`config.mk`:
```
export PLATFORM = sky130hd
export DESIGN_NAME = vga_frame_capture_flat
export DESIGN_NICKNAME = d
export VERILOG_FILES = /design/src/rtl/vga_frame_capture_if.sv /design/src/rtl/vga_frame_capture.sv /design/src/flat_wrapper.sv
export SDC_FILE = /design/constraint.sdc
export NUM_CORES = 1
export LEC_CHECK = 0
export CORE_AREA = 4 4 110 112
export CTS_CLUSTER_SIZE = 25
export DETAILED_ROUTE_END_ITERATION = 6
export DIE_AREA = 0 0 114 116
export GPL_TIMING_DRIVEN = 0
export SYNTH_ARGS = -nofsm -noshare
export SYNTH_HDL_FRONTEND = slang
export SYNTH_SLANG_ARGS = --single-unit
```
`constraint.sdc`:
```
create_clock -name clk_i -period 2.2 [get_ports clk_i]
set_input_delay 0.55 -clock clk_i [delete_from_list [all_inputs] [get_ports clk_i]]
set_output_delay 0.55 -clock clk_i [all_outputs]
set_load 0.02 [all_outputs]
```
`src/rtl/vga_frame_capture_if.sv`:
```
// Bus bundle between a VGA-timed source/RAM side (master) and the frame capture block (slave).
interface vga_frame_capture_if #(
  parameter int DATA_WIDTH = 1,
  parameter int ADDR_WIDTH = 19
);
  logic                  hsync_i;
  logic                  vsync_i;
  logic [DATA_WIDTH-1:0] pixel_i;
  logic                  capture_req_i;
  logic                  wr_en_o;
  logic [ADDR_WIDTH-1:0] wr_address_o;
  logic [DATA_WIDTH-1:0] wr_data_o;
  logic                  busy_o;
  logic                  frame_done_o;
  logic                  error_o;

  modport master (
    output hsync_i, vsync_i, pixel_i, capture_req_i,
    input  wr_en_o, wr_address_o, wr_data_o, busy_o, frame_done_o, error_o
  );

  modport slave (
    input  hsync_i, vsync_i, pixel_i, capture_req_i,
    output wr_en_o, wr_address_o, wr_data_o, busy_o, frame_done_o, error_o
  );
endinterface

```
`src/rtl/vga_frame_capture.sv`:
```
// Captures one active VGA frame into a linear RAM write port on request,
// flagging short lines and short frames as a sticky timing error.
module vga_frame_capture #(
  parameter int ACTIVE_COLUMNS  = 640,
  parameter int ACTIVE_ROWS     = 480,
  parameter int H_BACK_PORCH    = 48,
  parameter int V_SKIP_LINES    = 33,
  parameter bit SYNC_ACTIVE_LOW = 1'b1,
  parameter int DATA_WIDTH      = 1,
  parameter int ADDR_WIDTH      = $clog2(ACTIVE_COLUMNS * ACTIVE_ROWS)
) (
  input logic               clk_i,
  input logic               reset_i,
  vga_frame_capture_if.slave bus
);

  localparam int COL_W    = (ACTIVE_COLUMNS > 1) ? $clog2(ACTIVE_COLUMNS) : 1;
  localparam int ROW_W    = (ACTIVE_ROWS > 1) ? $clog2(ACTIVE_ROWS) : 1;
  localparam int WAIT_MAX = (V_SKIP_LINES > H_BACK_PORCH) ? V_SKIP_LINES : H_BACK_PORCH;
  localparam int WAIT_W   = (WAIT_MAX > 0) ? $clog2(WAIT_MAX + 1) : 1;

  localparam logic [COL_W-1:0]  LAST_COL   = COL_W'(ACTIVE_COLUMNS - 1);
  localparam logic [ROW_W-1:0]  LAST_ROW   = ROW_W'(ACTIVE_ROWS - 1);
  localparam logic [WAIT_W-1:0] SKIP_LAST  = WAIT_W'(V_SKIP_LINES);
  localparam logic [WAIT_W-1:0] PORCH_LAST = WAIT_W'(H_BACK_PORCH - 2);

  typedef enum logic [2:0] {
    IDLE,
    ARMED,
    VSKIP,
    HPORCH,
    ACTIVE,
    HWAIT,
    DONE
  } state_t;

  state_t state, state_n;

  logic                  hs_act, vs_act;
  logic                  hs_q, hs_d, vs_q, vs_d, req_q;
  logic [DATA_WIDTH-1:0] pix_q;
  logic                  hs_assert, hs_deassert, vs_assert, vs_deassert;

  logic [WAIT_W-1:0]     wait_cnt, wait_n;
  logic [COL_W-1:0]      col_cnt, col_n;
  logic [ROW_W-1:0]      row_cnt, row_n;
  logic [ADDR_WIDTH-1:0] addr_cnt, addr_n;

  logic                  wr_en_r, wr_en_n;
  logic [ADDR_WIDTH-1:0] wr_address_r, wr_address_n;
  logic [DATA_WIDTH-1:0] wr_data_r, wr_data_n;
  logic                  busy_r, busy_n;
  logic                  done_r, done_n;
  logic                  error_r, error_n;
  logic                  abort;

  // Syncs are normalised to 1 = active before registering so edge logic is polarity-free.
  // The request goes through the same stage, which keeps a request that lands on the
  // vsync deassert from catching that same edge.
  assign hs_act = bus.hsync_i ^ SYNC_ACTIVE_LOW;
  assign vs_act = bus.vsync_i ^ SYNC_ACTIVE_LOW;

  always_ff @(posedge clk_i or negedge reset_i) begin
    if (!reset_i) begin
      hs_q  <= 1'b0;
      hs_d  <= 1'b0;
      vs_q  <= 1'b0;
      vs_d  <= 1'b0;
      req_q <= 1'b0;
      pix_q <= '0;
    end else begin
      hs_q  <= hs_act;
      hs_d  <= hs_q;
      vs_q  <= vs_act;
      vs_d  <= vs_q;
      req_q <= bus.capture_req_i;
      pix_q <= bus.pixel_i;
    end
  end

  assign hs_assert   = ~hs_d &  hs_q;
  assign hs_deassert =  hs_d & ~hs_q;
  assign vs_assert   = ~vs_d &  vs_q;
  assign vs_deassert =  vs_d & ~vs_q;

  always_ff @(posedge clk_i or negedge reset_i) begin
    if (!reset_i) begin
      state        <= IDLE;
      wait_cnt     <= '0;
      col_cnt      <= '0;
      row_cnt      <= '0;
      addr_cnt     <= '0;
      wr_en_r      <= 1'b0;
      wr_address_r <= '0;
      wr_data_r    <= '0;
      busy_r       <= 1'b0;
      done_r       <= 1'b0;
      error_r      <= 1'b0;
    end else begin
      state        <= state_n;
      wait_cnt     <= wait_n;
      col_cnt      <= col_n;
      row_cnt      <= row_n;
      addr_cnt     <= addr_n;
      wr_en_r      <= wr_en_n;
      wr_address_r <= wr_address_n;
      wr_data_r    <= wr_data_n;
      busy_r       <= busy_n;
      done_r       <= done_n;
      error_r      <= error_n;
    end
  end

  // The write for pixel column c is decided while pix_q holds it, so wr_* land two
  // cycles after the raw sample; HPORCH therefore lasts one clock less than the porch.
  always_comb begin
    state_n      = state;
    wait_n       = wait_cnt;
    col_n        = col_cnt;
    row_n        = row_cnt;
    addr_n       = addr_cnt;
    wr_en_n      = 1'b0;
    wr_address_n = wr_address_r;
    wr_data_n    = wr_data_r;
    busy_n       = busy_r;
    done_n       = 1'b0;
    error_n      = error_r;
    abort        = 1'b0;

    case (state)
      IDLE: begin
        if (req_q) begin
          state_n = ARMED;
          busy_n  = 1'b1;
          error_n = 1'b0;
        end
      end
      ARMED: begin
        if (vs_deassert) begin
          state_n = VSKIP;
          wait_n  = '0;
          row_n   = '0;
          addr_n  = '0;
        end
      end
      VSKIP: begin
        if (hs_deassert) begin
          if (wait_cnt == SKIP_LAST) begin
            state_n = HPORCH;
            wait_n  = '0;
            row_n   = '0;
          end else begin
            wait_n = wait_cnt + WAIT_W'(1);
          end
        end
      end
      HPORCH: begin
        if (wait_cnt == PORCH_LAST) begin
          state_n = ACTIVE;
          col_n   = '0;
        end else begin
          wait_n = wait_cnt + WAIT_W'(1);
        end
      end
      ACTIVE: begin
        if (hs_assert) begin
          abort = 1'b1;
        end else begin
          wr_en_n      = 1'b1;
          wr_address_n = addr_cnt;
          wr_data_n    = pix_q;
          addr_n       = addr_cnt + ADDR_WIDTH'(1);
          if (col_cnt == LAST_COL) begin
            col_n   = '0;
            state_n = (row_cnt == LAST_ROW) ? DONE : HWAIT;
          end else begin
            col_n = col_cnt + COL_W'(1);
          end
        end
      end
      HWAIT: begin
        if (hs_deassert) begin
          state_n = HPORCH;
          wait_n  = '0;
          row_n   = row_cnt + ROW_W'(1);
        end
      end
      DONE: begin
        done_n  = 1'b1;
        busy_n  = 1'b0;
        state_n = IDLE;
      end
      default: state_n = IDLE;
    endcase

    if (vs_assert && (state == HPORCH || state == ACTIVE || state == HWAIT)) begin
      abort = 1'b1;
    end

    // A timing error cancels the pending write and drops straight back to IDLE.
    if (abort) begin
      state_n      = IDLE;
      wr_en_n      = 1'b0;
      wr_address_n = wr_address_r;
      wr_data_n    = wr_data_r;
      addr_n       = addr_cnt;
      busy_n       = 1'b0;
      done_n       = 1'b0;
      error_n      = 1'b1;
    end
  end

  assign bus.wr_en_o      = wr_en_r;
  assign bus.wr_address_o = wr_address_r;
  assign bus.wr_data_o    = wr_data_r;
  assign bus.busy_o       = busy_r;
  assign bus.frame_done_o = done_r;
  assign bus.error_o      = error_r;

endmodule

```
`src/flat_wrapper.sv`:
```
// flat-port wrapper written by rule: the top's interface ports become plain ports
module vga_frame_capture_flat 
#(
  parameter int ACTIVE_COLUMNS  = 640,
  parameter int ACTIVE_ROWS     = 480,
  parameter int H_BACK_PORCH    = 48,
  parameter int V_SKIP_LINES    = 33,
  parameter bit SYNC_ACTIVE_LOW = 1'b1,
  parameter int DATA_WIDTH      = 1,
  parameter int ADDR_WIDTH      = $clog2(ACTIVE_COLUMNS * ACTIVE_ROWS)
)
  (clk_i, reset_i, bus_hsync_i, bus_vsync_i, bus_pixel_i, bus_capture_req_i, bus_wr_en_o, bus_wr_address_o, bus_wr_data_o, bus_busy_o, bus_frame_done_o, bus_error_o);
  vga_frame_capture_if #(.DATA_WIDTH(DATA_WIDTH), .ADDR_WIDTH(ADDR_WIDTH)) bus_i ();
  input logic clk_i;
  input logic reset_i;
  input wire logic [$bits(bus_i.hsync_i)-1:0] bus_hsync_i;
  input wire logic [$bits(bus_i.vsync_i)-1:0] bus_vsync_i;
  input wire logic [$bits(bus_i.pixel_i)-1:0] bus_pixel_i;
  input wire logic [$bits(bus_i.capture_req_i)-1:0] bus_capture_req_i;
  output wire logic [$bits(bus_i.wr_en_o)-1:0] bus_wr_en_o;
  output wire logic [$bits(bus_i.wr_address_o)-1:0] bus_wr_address_o;
  output wire logic [$bits(bus_i.wr_data_o)-1:0] bus_wr_data_o;
  output wire logic [$bits(bus_i.busy_o)-1:0] bus_busy_o;
  output wire logic [$bits(bus_i.frame_done_o)-1:0] bus_frame_done_o;
  output wire logic [$bits(bus_i.error_o)-1:0] bus_error_o;
  assign bus_i.hsync_i = bus_hsync_i;
  assign bus_i.vsync_i = bus_vsync_i;
  assign bus_i.pixel_i = bus_pixel_i;
  assign bus_i.capture_req_i = bus_capture_req_i;
  assign bus_wr_en_o = bus_i.wr_en_o;
  assign bus_wr_address_o = bus_i.wr_address_o;
  assign bus_wr_data_o = bus_i.wr_data_o;
  assign bus_busy_o = bus_i.busy_o;
  assign bus_frame_done_o = bus_i.frame_done_o;
  assign bus_error_o = bus_i.error_o;
  vga_frame_capture #(.ACTIVE_COLUMNS(ACTIVE_COLUMNS), .ACTIVE_ROWS(ACTIVE_ROWS), .H_BACK_PORCH(H_BACK_PORCH), .V_SKIP_LINES(V_SKIP_LINES), .SYNC_ACTIVE_LOW(SYNC_ACTIVE_LOW), .DATA_WIDTH(DATA_WIDTH), .ADDR_WIDTH(ADDR_WIDTH)) u_core (.clk_i(clk_i), .reset_i(reset_i), .bus(bus_i));
endmodule
```
==> results of run 1 <==
==> final cells by class <==
type / count / area [sq um]
timing repair buffer: 30 / 315
clock buffer: 10 / 229
inverter: 9 / 33.8
multi-input combinational: 307 / 1790
clock inverter: 6 / 86.3
fill: 1124 / 6560
sequential: 77 / 1930
tap: 143 / 179
buffer: 21 / 111
==> flip-flops by register name, indices dropped and copies added, names as in the netlist, 3 cells and up <==
register	flops
u_core.addr_cnt	19
u_core.col_cnt	10
u_core.state	3
u_core.bus.wr_address_o	19
u_core.row_cnt	9
u_core.wait_cnt	6
==> per-layer routing <==
layer	global-route usage (%)	vias to the layer above	part of all wire, %
li1	-	1525	-
met1	16.6	1487	46
met2	22.1	42	48
met3	3.08	10	3.6
met4	4.99	0	1.6
met5	0	-	0
==> cell usage in the layout, fill, tap and decap left out, types with 3 or more instances in the layout <==
cell / Yosys / layout
sky130_fd_sc_hd__a21oi_1: 8 / 8
sky130_fd_sc_hd__a22o_1: 4 / 4
sky130_fd_sc_hd__and2_1: 12 / 12
sky130_fd_sc_hd__and3_1: 7 / 7
sky130_fd_sc_hd__and4_1: 4 / 4
sky130_fd_sc_hd__buf_2: 7 / 7
sky130_fd_sc_hd__buf_6: 3 / 3
sky130_fd_sc_hd__clkbuf_1: 10 / 10
sky130_fd_sc_hd__clkbuf_16: 0 / 9
sky130_fd_sc_hd__clkdlybuf4s50_1: 0 / 28
sky130_fd_sc_hd__dfrtp_1: 77 / 77
sky130_fd_sc_hd__ha_1: 6 / 6
sky130_fd_sc_hd__inv_1: 9 / 9
sky130_fd_sc_hd__mux2i_1: 3 / 3
sky130_fd_sc_hd__nand2_1: 90 / 90
sky130_fd_sc_hd__nand2b_1: 10 / 10
sky130_fd_sc_hd__nand3_1: 14 / 14
sky130_fd_sc_hd__nand4_1: 13 / 13
sky130_fd_sc_hd__nor2_1: 26 / 26
sky130_fd_sc_hd__nor2b_1: 5 / 5
sky130_fd_sc_hd__nor4_1: 8 / 8
sky130_fd_sc_hd__o21ai_0: 36 / 36
sky130_fd_sc_hd__o21ai_1: 3 / 3
sky130_fd_sc_hd__o31ai_1: 11 / 11
sky130_fd_sc_hd__xnor2_1: 10 / 10
==> power breakdown <==
group / total (mW) / switching (mW) / internal (mW)
clock network: 1.58 / 0.583 / 0.993
registers: 1.56 / 0.0798 / 1.48
logic: 0.587 / 0.374 / 0.213
==> final timing paths <==
kind	endpoint	slack, ns	cells after the start
setup reg to reg	u_core.state[1]$_DFFE_PN0P_	0.20	6
hold / removal	u_core.bus.wr_address_o[12]$_DFFE_PN0P_	0.07	1
setup / recovery	u_core.state[1]$_DFFE_PN0P_	0.20	6
max in group asynchronous	u_core.col_cnt[4]$_DFFE_PN0P_	1.56	2
min in group clk_i	u_core.hs_d$_DFF_PN0_	0.42	0
hold reg to reg	u_core.hs_d$_DFF_PN0_	0.42	0
==> synth_stat cells (2+ instances only) <==
master                     number  share of area (%)
sky130_fd_sc_hd__a211oi_1       2               0.39
sky130_fd_sc_hd__a21oi_1        8                1.0
sky130_fd_sc_hd__a22o_1         4               0.91
sky130_fd_sc_hd__a31o_2         2               0.45
sky130_fd_sc_hd__a32oi_1        2               0.45
sky130_fd_sc_hd__and2_1        12                1.9
sky130_fd_sc_hd__and3_1         7                1.1
sky130_fd_sc_hd__and4_1         4               0.91
sky130_fd_sc_hd__buf_2          7               0.91
sky130_fd_sc_hd__buf_6          3               0.88
sky130_fd_sc_hd__clkbuf_1      10               0.97
sky130_fd_sc_hd__dfrtp_1       77                 50
sky130_fd_sc_hd__ha_1           6                1.9
sky130_fd_sc_hd__inv_1          9               0.88
sky130_fd_sc_hd__mux2i_1        3               0.78
sky130_fd_sc_hd__nand2_1       90                8.8
sky130_fd_sc_hd__nand2b_1      10                1.6
sky130_fd_sc_hd__nand3_1       14                1.8
sky130_fd_sc_hd__nand4_1       13                2.1
sky130_fd_sc_hd__nor2_1        26                2.5
sky130_fd_sc_hd__nor2b_1        5               0.81
sky130_fd_sc_hd__nor3_1         2               0.26
sky130_fd_sc_hd__nor3b_1        2               0.39
sky130_fd_sc_hd__nor4_1         8                1.3
sky130_fd_sc_hd__o21a_1         2               0.39
sky130_fd_sc_hd__o21ai_0       36                4.7
sky130_fd_sc_hd__o21ai_1        3               0.39
sky130_fd_sc_hd__o22ai_1        2               0.32
sky130_fd_sc_hd__o31ai_1       11                2.1
sky130_fd_sc_hd__or3_1          2               0.32
sky130_fd_sc_hd__or3b_1         2               0.45
sky130_fd_sc_hd__xnor2_1       10                2.3
==> logic make-up (layout without fill, tap and decap cells) <==
logic type	count (synthesis)	after routing	synth area share [%]
buf+inv	30	76	3.73
fa+ha+maj	6	6	1.95
xor+xnor	10	10	2.27
simple gates	204	204	26.3
flops	77	77	50.0
compound gates	82	82	14.4
mux	5	5	1.36
==> repair_timing <==
action                     4_1_cts  5_1_grt
gates resized for setup          0        2
hold buffers                     0        0
setup endpoints to repair        0        2
setup buffers                    0        0
==> results.sh, run 1 <==
export IMPL_outcome="completed"
export IMPL_clock_buffer_count_from_cts=9
export IMPL_post_synth_inst_count=414
export IMPL_critical_path_end_type="register"
export IMPL_critical_path_required_ns=2.44
export IMPL_synth_edff_count=0
export IMPL_cp_max_stage_delay_ns=0.41
export IMPL_max_cap_violations=0
export IMPL_timing_critical_path_max_delay_family="compound AO/OA/AOI/OAI gates"
export IMPL_num_io_pins=30
export IMPL_worst_slew_pin_transition_ns=0.488
export IMPL_path_max_fanout=6
export IMPL_finish_net_count=467
export IMPL_ys_ff_latch=77
export IMPL_finalCritPeriodShare_pct=90.9
export IMPL_pre_cts_ws_ns=0.180
export IMPL_vias_per_cell=5.08
export IMPL_drtIter0Drc=145
export IMPL_gpl_final_weighted_congestion=0.867
export IMPL_ctsHtreeMaxLevel=3
export IMPL_post_place_cells=587
export IMPL_worst_vdd_rail_ir_drop_mv=0.363
export IMPL_timing_final_setup_violations=0
export IMPL_fin_cells=603
export IMPL_grt_util_all_layers_pct=13.2
export IMPL_post_dp_cell_area_sq_um=4350
export IMPL_yosys_warnings=0
export IMPL_via_count_of_the_first_global_routing_pass=2927
export IMPL_drc=0
export IMPL_setup_slack_ns=0.200
export IMPL_grt_ovfl_total=0
export IMPL_drive_above_1_share_pct=8.70
export IMPL_relSlewSlack_pct=67.5
export IMPL_netlist_area_sq_um=3860
export IMPL_ffs_w_async_s_r_synth_pct=100
export IMPL_finalMaxSlewViolations=0
export IMPL_num_vias=3064
export IMPL_totalPowerFinal_mw=3.72
export IMPL_die_h_um=116
export IMPL_numClockSinks=77
export IMPL_grt_antenna_before_repair=0
export IMPL_rsz0062_at_grt="no"
export IMPL_r2r_start="u_core.col_cnt[0]$_DFFE_PN0P_"
export IMPL_critical_path_arrival_ns=2.24
export IMPL_layout_min_cycle_time_ns=2.00
export IMPL_clock_insertion_delay_worst_skew_ns=0.34
export IMPL_cellPowerDensity_nw_per_um2=798
export IMPL_max_freq_mhz=500
export IMPL_route_antenna_remaining_nets=0
export IMPL_fin_area_sq_um=4670
export IMPL_finalHoldViolations=0
export IMPL_ctsRootBufferMaster="sky130_fd_sc_hd__clkbuf_16"
export IMPL_cts_clk_slew_worst_paths_ns=0.06
export IMPL_critical_path_startpoint="u_core.col_cnt[0]$_DFFE_PN0P_"
export IMPL_total_negative_slack_for_setup_checks_ns=0
export IMPL_synth_ff_type="sky130_fd_sc_hd__dfrtp_1"
export IMPL_postSynthAreaPerCell_sq_um=9.31
export IMPL_drt_pre_antenna_iters=4
export IMPL_placementRows=39
export IMPL_fin_worst_hold_slack_ns=0.0684
export IMPL_postRouteWirelength_um=8110
export IMPL_design_die_area_sq_um=13200
export IMPL_mappedNetlistNets=426
export IMPL_clock_tree_buffer_depth=2
export IMPL_highest_delay_cell_along_the_critical_path="sky130_fd_sc_hd__dfrtp_1"
export IMPL_grt_pass1_wl_um=14100
export IMPL_cp_cell_sequence="ha_1, and4_1, a31oi_4, a211oi_2, o211ai_1, o32ai_1"
export IMPL_total_leakage_power_nw=2.13
export IMPL_worst_setup_path_type="reg -> reg"
export IMPL_largest_net_degree_at_the_start_of_global_routing=64
export IMPL_critPathBufInv=0
export IMPL_placed_wire_length_estimate_um=5680
export IMPL_num_antenna_cells=0
export IMPL_floorplan_die_width_um=114
export IMPL_buffer_ports_inserted=29
export IMPL_synth_cell_types=52
export IMPL_tritoncts="yes"
export IMPL_initial_utilization_pct=34.4
export IMPL_area_growth_synth_to_final_pct=21.0
export IMPL_fin_worst_skew_ns=0.00626
export IMPL_crit_path_start_kind="register"
export IMPL_routedWlPerCell_um=13.5
export IMPL_post_route_util_pct=41.6
export IMPL_floorplan_core_area_sq_um=11200
export IMPL_hold_path_class="in -> async"
export IMPL_yosysSeqAreaShare_pct=50.0
Note: power is estimated with default switching activity, not from simulation.
==> run 2, diff against run 1 <==
--- a/config.mk
+++ b/config.mk
@@ -9,6 +9,7 @@
 export CTS_CLUSTER_SIZE = 25
 export DETAILED_ROUTE_END_ITERATION = 6
 export DIE_AREA = 0 0 114 116
+export GPL_ROUTABILITY_DRIVEN = 1
 export GPL_TIMING_DRIVEN = 0
 export SYNTH_ARGS = -nofsm -noshare
 export SYNTH_HDL_FRONTEND = slang
==> constraint.sdc (replaced) <==
create_clock -name clk_i -period 1.7 [get_ports clk_i]
set_input_delay 0.425 -clock clk_i [delete_from_list [all_inputs] [get_ports clk_i]]
set_output_delay 0.425 -clock clk_i [all_outputs]
set_load 0.02 [all_outputs]
==> results.sh, run 2 (same netlist as run 1, synthesis figures left out) <==
export IMPL_violations="negative setup slack"
export IMPL_drtIter0Drc=179
export IMPL_depth_of_the_most_critical_reg_to_reg_path=7
export IMPL_postRouteWirelength_um=8980
export IMPL_drc=0
export IMPL_vias_per_cell=5.22
export IMPL_register_area_sq_um=1930
export IMPL_multiInputGateArea_sq_um=2100
export IMPL_die_h_um=116
export IMPL_relSlewSlack_pct=68.1
export IMPL_placementRows=39
export IMPL_layout_filler_cells=1071
export IMPL_largest_net_degree_at_the_start_of_global_routing=52
export IMPL_buffer_ports_inserted=29
export IMPL_r2r_start="u_core.state[2]$_DFFE_PN0P_"
export IMPL_critical_path_end_type="register"
export IMPL_fin_cells=625
export IMPL_num_vias=3261
export IMPL_grt_pass1_wl_um=15000
export IMPL_fin_worst_skew_ns=0.0103
export IMPL_ctsRootBufferMaster="sky130_fd_sc_hd__clkbuf_16"
export IMPL_path_max_fanout=8
export IMPL_max_cap_violations=0
export IMPL_grt_ovfl_total=0
export IMPL_post_place_cells=587
export IMPL_cts_clk_slew_worst_paths_ns=0.06
export IMPL_grt_util_all_layers_pct=14.0
export IMPL_totalPowerFinal_mw=5.12
export IMPL_total_leakage_power_nw=2.49
export IMPL_setup_slack_ns=-0.0963
export IMPL_r2r_slack_ns=-0.1
export IMPL_clock_insertion_delay_worst_skew_ns=0.34
export IMPL_grt_antenna_before_repair=0
export IMPL_worst_slew_pin_transition_ns=0.474
export IMPL_postCtsHoldBufs=0
export IMPL_clock_tree_buffer_depth=2
export IMPL_floorplan_core_area_sq_um=11200
export IMPL_clock_buffer_count_from_cts=9
export IMPL_gpl_final_weighted_congestion=0.847
export IMPL_tritoncts="yes"
export IMPL_drt_pre_antenna_iters=4
export IMPL_max_freq_mhz=557
export IMPL_finish_net_count=489
export IMPL_initial_utilization_pct=34.4
export IMPL_worst_setup_path_type="reg -> reg"
export IMPL_drive_above_1_share_pct=25.3
export IMPL_design_die_area_sq_um=13200
export IMPL_hold_path_class="in -> async"
export IMPL_area_growth_synth_to_final_pct=34.7
export IMPL_outcome="complete, but fails checks"
export IMPL_placed_wire_length_estimate_um=5700
export IMPL_finalMaxSlewViolations=0
export IMPL_total_negative_slack_for_setup_checks_ns=-0.996
export IMPL_cellPowerDensity_nw_per_um2=986
export IMPL_layout_min_cycle_time_ns=1.80
export IMPL_finalHoldViolations=0
export IMPL_r2r_end="u_core.addr_cnt[4]$_DFFE_PN0P_"
export IMPL_most_common_cell_after_layout_fill_and_taps_aside="sky130_fd_sc_hd__nand2_1"
export IMPL_ctsHtreeMaxLevel=3
export IMPL_timing_final_setup_violations=21
export IMPL_num_antenna_cells=0
export IMPL_numClockSinks=77
export IMPL_routedWlPerCell_um=14.4
export IMPL_pre_cts_ws_ns=-0.333
export IMPL_via_count_of_the_first_global_routing_pass=3135
export IMPL_worst_vdd_rail_ir_drop_mv=0.604
export IMPL_floorplan_die_width_um=114
export IMPL_critical_path_arrival_ns=2.04
export IMPL_finalCritPeriodShare_pct=106
export IMPL_critical_path_required_ns=1.94
export IMPL_most_common_layout_cells="sky130_fd_sc_hd__nand2_1, sky130_fd_sc_hd__dfrtp_1, sky130_fd_sc_hd__nor2_1"
export IMPL_crit_path_start_kind="register"
export IMPL_num_io_pins=30
export IMPL_route_antenna_remaining_nets=0
export IMPL_rsz0062_at_grt="yes"
==> run 2: cell count changes in the layout (fill, tap and decap cells not counted), sizes merged <==
cell	previous run	this run
clkdlybuf4s50	28	4
clkbuf	20	18
clkinvlp	1	2
buf	13	38
dlygate4sd2	0	22
bufinv	2	1
dlymetal6s2s	0	2
clkinv	2	1
==> run 2: worst max path at each step <==
stage,start,end,slack [ns],cells after the start
finish,u_core.state[2]$_DFFE_PN0P_,u_core.addr_cnt[4]$_DFFE_PN0P_,-0.1,7
global route,u_core.state[2]$_DFFE_PN0P_,u_core.addr_cnt[3]$_DFFE_PN0P_,-0.19,8
CTS,u_core.state[2]$_DFFE_PN0P_,u_core.wait_cnt[1]$_DFFE_PN0P_,-0.06,6
detailed placement,u_core.wait_cnt[0]$_DFFE_PN0P_,u_core.col_cnt[5]$_DFFE_PN0P_,-0.33,7
global placement,reset_i,u_core.col_cnt[0]$_DFFE_PN0P_,-2.56,1
floorplan,u_core.col_cnt[0]$_DFFE_PN0P_,u_core.state[1]$_DFFE_PN0P_,0.008,6
==> run 2: through the flow <==
step | hold WS [ns] | util (%) | cell area, sq um
2_1_floorplan | 0.129 | - | 3860
3_3_place_gp | 0.391 | 38.6 | 4330
3_5_place_dp | 0.369 | 38.8 | 4350
6_report | 0.00277 | 46.3 | 5190
4_1_cts | 0.00437 | 43.4 | 4870
5_1_grt | 0.0228 | 46.3 | 5190
==> run 2: repair_timing <==
action,4_1_cts,5_1_grt
endpoints found under the setup margin,90,68
buffers inserted,9,14
gates cloned,1,0
hold endpoints to repair,0,0
resized for setup,86,58
pin swaps,20,10
==> run 2: layer usage <==
| metal | global-route usage, % | vias up | part of all wire, % |
|---|---|---|---|
| li1 | - | 1577 | - |
| met1 | 17.4 | 1603 | 45 |
| met2 | 23.5 | 62 | 49 |
| met3 | 3.55 | 19 | 3.7 |
| met4 | 5.46 | 0 | 2.3 |
| met5 | 0 | - | 0 |
==> run 2: final cells by class <==
cell class                      instances  share of cell area [%]
Buffer                                 19                    2.96
Clock buffer                           11                    4.67
Clock inverter                          5                    1.13
Inverter                                9                   0.650
Multi-Input combinational cell        307                    40.5
Sequential cell                        77                    37.2
Tap cell                              143                    3.44
Timing Repair Buffer                   54                    9.40
==> run 2: worst max-delay path, cell delays in order, from the launching register on <==
cell and delay, ns:
sky130_fd_sc_hd__dfrtp_1 0.37, sky130_fd_sc_hd__buf_6 0.14, sky130_fd_sc_hd__nor3b_4 0.25, sky130_fd_sc_hd__a32oi_2 0.16, sky130_fd_sc_hd__buf_6 0.19, sky130_fd_sc_hd__or2_1 0.22
sky130_fd_sc_hd__buf_6 0.15, sky130_fd_sc_hd__o31ai_2 0.22
==> run 2: power breakdown <==
| group | switching, mW | internal [mW] |
|---|---|---|
| sequential | 0.101 | 1.92 |
| clock | 0.769 | 1.18 |
| combinational | 0.660 | 0.486 |
==> run 3, diff against run 2 <==
--- a/config.mk
+++ b/config.mk
@@ -11,6 +11,7 @@
 export DIE_AREA = 0 0 114 116
 export GPL_ROUTABILITY_DRIVEN = 1
 export GPL_TIMING_DRIVEN = 0
+export SKIP_LAST_GASP = 1
 export SYNTH_ARGS = -nofsm -noshare
 export SYNTH_HDL_FRONTEND = slang
 export SYNTH_SLANG_ARGS = --single-unit
==> results.sh, run 3 (same netlist as run 1, synthesis figures left out) <==
export IMPL_outcome="complete, but fails checks"
export IMPL_violations="negative setup slack"
export IMPL_grt_antenna_before_repair=0
export IMPL_floorplan_die_width_um=114
export IMPL_critical_path_end_type="register"
export IMPL_cts_clk_slew_worst_paths_ns=0.06
export IMPL_worst_setup_path_type="reg -> reg"
export IMPL_depth_of_the_most_critical_reg_to_reg_path=8
export IMPL_drc=0
export IMPL_total_leakage_power_nw=2.48
export IMPL_initial_utilization_pct=34.4
export IMPL_clock_insertion_delay_worst_skew_ns=0.34
export IMPL_buffer_ports_inserted=29
export IMPL_routedWlPerCell_um=14.4
export IMPL_worst_slew_pin_transition_ns=0.439
export IMPL_finalHoldViolations=0
export IMPL_most_common_layout_cells="sky130_fd_sc_hd__nand2_1, sky130_fd_sc_hd__dfrtp_1, sky130_fd_sc_hd__nor2_1"
export IMPL_tritoncts="yes"
export IMPL_relSlewSlack_pct=70.4
export IMPL_num_vias=3268
export IMPL_finalMaxSlewViolations=0
export IMPL_total_negative_slack_for_setup_checks_ns=-1.21
export IMPL_grt_util_all_layers_pct=14.0
export IMPL_critical_path_arrival_ns=2.05
export IMPL_timing_final_setup_violations=25
export IMPL_r2r_start="u_core.state[2]$_DFFE_PN0P_"
export IMPL_route_antenna_remaining_nets=0
export IMPL_placementRows=39
export IMPL_layout_min_cycle_time_ns=1.83
export IMPL_largest_net_degree_at_the_start_of_global_routing=52
export IMPL_clock_buffer_count_from_cts=9
export IMPL_fin_worst_skew_ns=0.0110
export IMPL_drtIter0Drc=188
export IMPL_gpl_final_weighted_congestion=0.847
export IMPL_pre_cts_ws_ns=-0.333
export IMPL_drive_above_1_share_pct=25.5
export IMPL_num_antenna_cells=0
export IMPL_crit_path_start_kind="register"
export IMPL_numClockSinks=77
export IMPL_r2r_end="u_core.addr_cnt[6]$_DFFE_PN0P_"
export IMPL_max_freq_mhz=546
export IMPL_grt_ovfl_total=0
export IMPL_floorplan_core_area_sq_um=11200
export IMPL_hold_path_class="in -> async"
export IMPL_ctsHtreeMaxLevel=3
export IMPL_worst_vdd_rail_ir_drop_mv=0.600
export IMPL_most_common_cell_after_layout_fill_and_taps_aside="sky130_fd_sc_hd__nand2_1"
export IMPL_via_count_of_the_first_global_routing_pass=3139
export IMPL_layout_filler_cells=1075
export IMPL_finish_net_count=489
export IMPL_setup_slack_ns=-0.130
export IMPL_placed_wire_length_estimate_um=5700
export IMPL_ctsRootBufferMaster="sky130_fd_sc_hd__clkbuf_16"
export IMPL_path_max_fanout=8
export IMPL_rsz0062_at_grt="yes"
export IMPL_max_cap_violations=0
export IMPL_r2r_slack_ns=-0.13
export IMPL_grt_pass1_wl_um=15000
export IMPL_drt_pre_antenna_iters=5
export IMPL_area_growth_synth_to_final_pct=34.4
export IMPL_die_h_um=116
export IMPL_postRouteWirelength_um=8970
export IMPL_vias_per_cell=5.23
export IMPL_critical_path_required_ns=1.92
export IMPL_finalCritPeriodShare_pct=108
export IMPL_cellPowerDensity_nw_per_um2=982
export IMPL_num_io_pins=30
export IMPL_clock_tree_buffer_depth=2
export IMPL_design_die_area_sq_um=13200
-- run 3: cell counts in the layout (fill, tap and decap cells not counted) --
Identical to the previous run, type by type.
-- run 3: report_power, final --
| part | internal [mW] | switching (mW) | leakage [nW] |
|---|---|---|---|
| sequential | 1.92 | 0.0998 | 1.04 |
| combinational | 0.468 | 0.652 | 1.30 |
| clock | 1.18 | 0.767 | 0.142 |
-- run 3: stage by stage --
| step | power (mW) | hold WS (ns) | util, % | std cells | area, sq um |
|---|---|---|---|---|---|
| after floorplan | 2.56 | 0.129 | - | 414 | 3860 |
| after global placement | 2.80 | 0.391 | 38.6 | 586 | 4330 |
| after detailed placement | 2.82 | 0.369 | 38.8 | 587 | 4350 |
| after CTS | 4.97 | 0.00437 | 43.4 | 611 | 4870 |
| after global routing | 5.35 | 0.0228 | 46.2 | 625 | 5180 |
| final | 5.09 | 0.00250 | 46.2 | 625 | 5180 |
-- run 3: how the worst max path moves through the flow --
stage | from | to | cells after the start | slack [ns]
2_1_floorplan | u_core.col_cnt[0]$_DFFE_PN0P_ | u_core.state[1]$_DFFE_PN0P_ | 6 | 0.008
3_3_place_gp | reset_i | u_core.col_cnt[0]$_DFFE_PN0P_ | 1 | -2.56
3_5_place_dp | u_core.wait_cnt[0]$_DFFE_PN0P_ | u_core.col_cnt[5]$_DFFE_PN0P_ | 7 | -0.33
4_1_cts | u_core.state[2]$_DFFE_PN0P_ | u_core.col_cnt[5]$_DFFE_PN0P_ | 6 | -0.09
5_1_grt | u_core.state[2]$_DFFE_PN0P_ | u_core.addr_cnt[3]$_DFFE_PN0P_ | 8 | -0.20
6_report | u_core.state[2]$_DFFE_PN0P_ | u_core.addr_cnt[6]$_DFFE_PN0P_ | 8 | -0.13
-- run 3: cell type report --
type	instances	area [sq um]	area share [%]
clock buffer	11	243	4.68
buffer	19	153	2.95
inverter	9	36.3	0.700
tap	143	179	3.45
sequential	77	1930	37.3
multi-input combinational	307	2090	40.4
timing repair buffer	54	484	9.35
clock inverter	5	58.8	1.13
-- run 3: per-layer routing --
| layer | vias to the layer above | share of wire [%] | track usage, % |
|---|---|---|---|
| li1 | 1584 | - | - |
| met1 | 1579 | 44 | 17.3 |
| met5 | - | 0 | 0 |
| met4 | 0 | 2.2 | 5.46 |
| met2 | 85 | 49 | 23.5 |
| met3 | 20 | 4.6 | 3.55 |
-- run 3: what timing repair did --
item	CTS	global route
cloned	1	0
hold buffers	0	0
buffers inserted	9	14
setup endpoints to repair	90	68
pin swaps	19	11
gates resized for setup	85	59
-- run 3: worst max-delay path, stage by stage (launching register included) --
cell,delay [ns]
sky130_fd_sc_hd__dfrtp_1,0.37
sky130_fd_sc_hd__buf_6,0.14
sky130_fd_sc_hd__nor3b_4,0.26
sky130_fd_sc_hd__a32oi_2,0.16
sky130_fd_sc_hd__buf_6,0.19
sky130_fd_sc_hd__or2_1,0.24
sky130_fd_sc_hd__buf_6,0.15
sky130_fd_sc_hd__o21ai_1,0.13
sky130_fd_sc_hd__o21ai_1,0.08
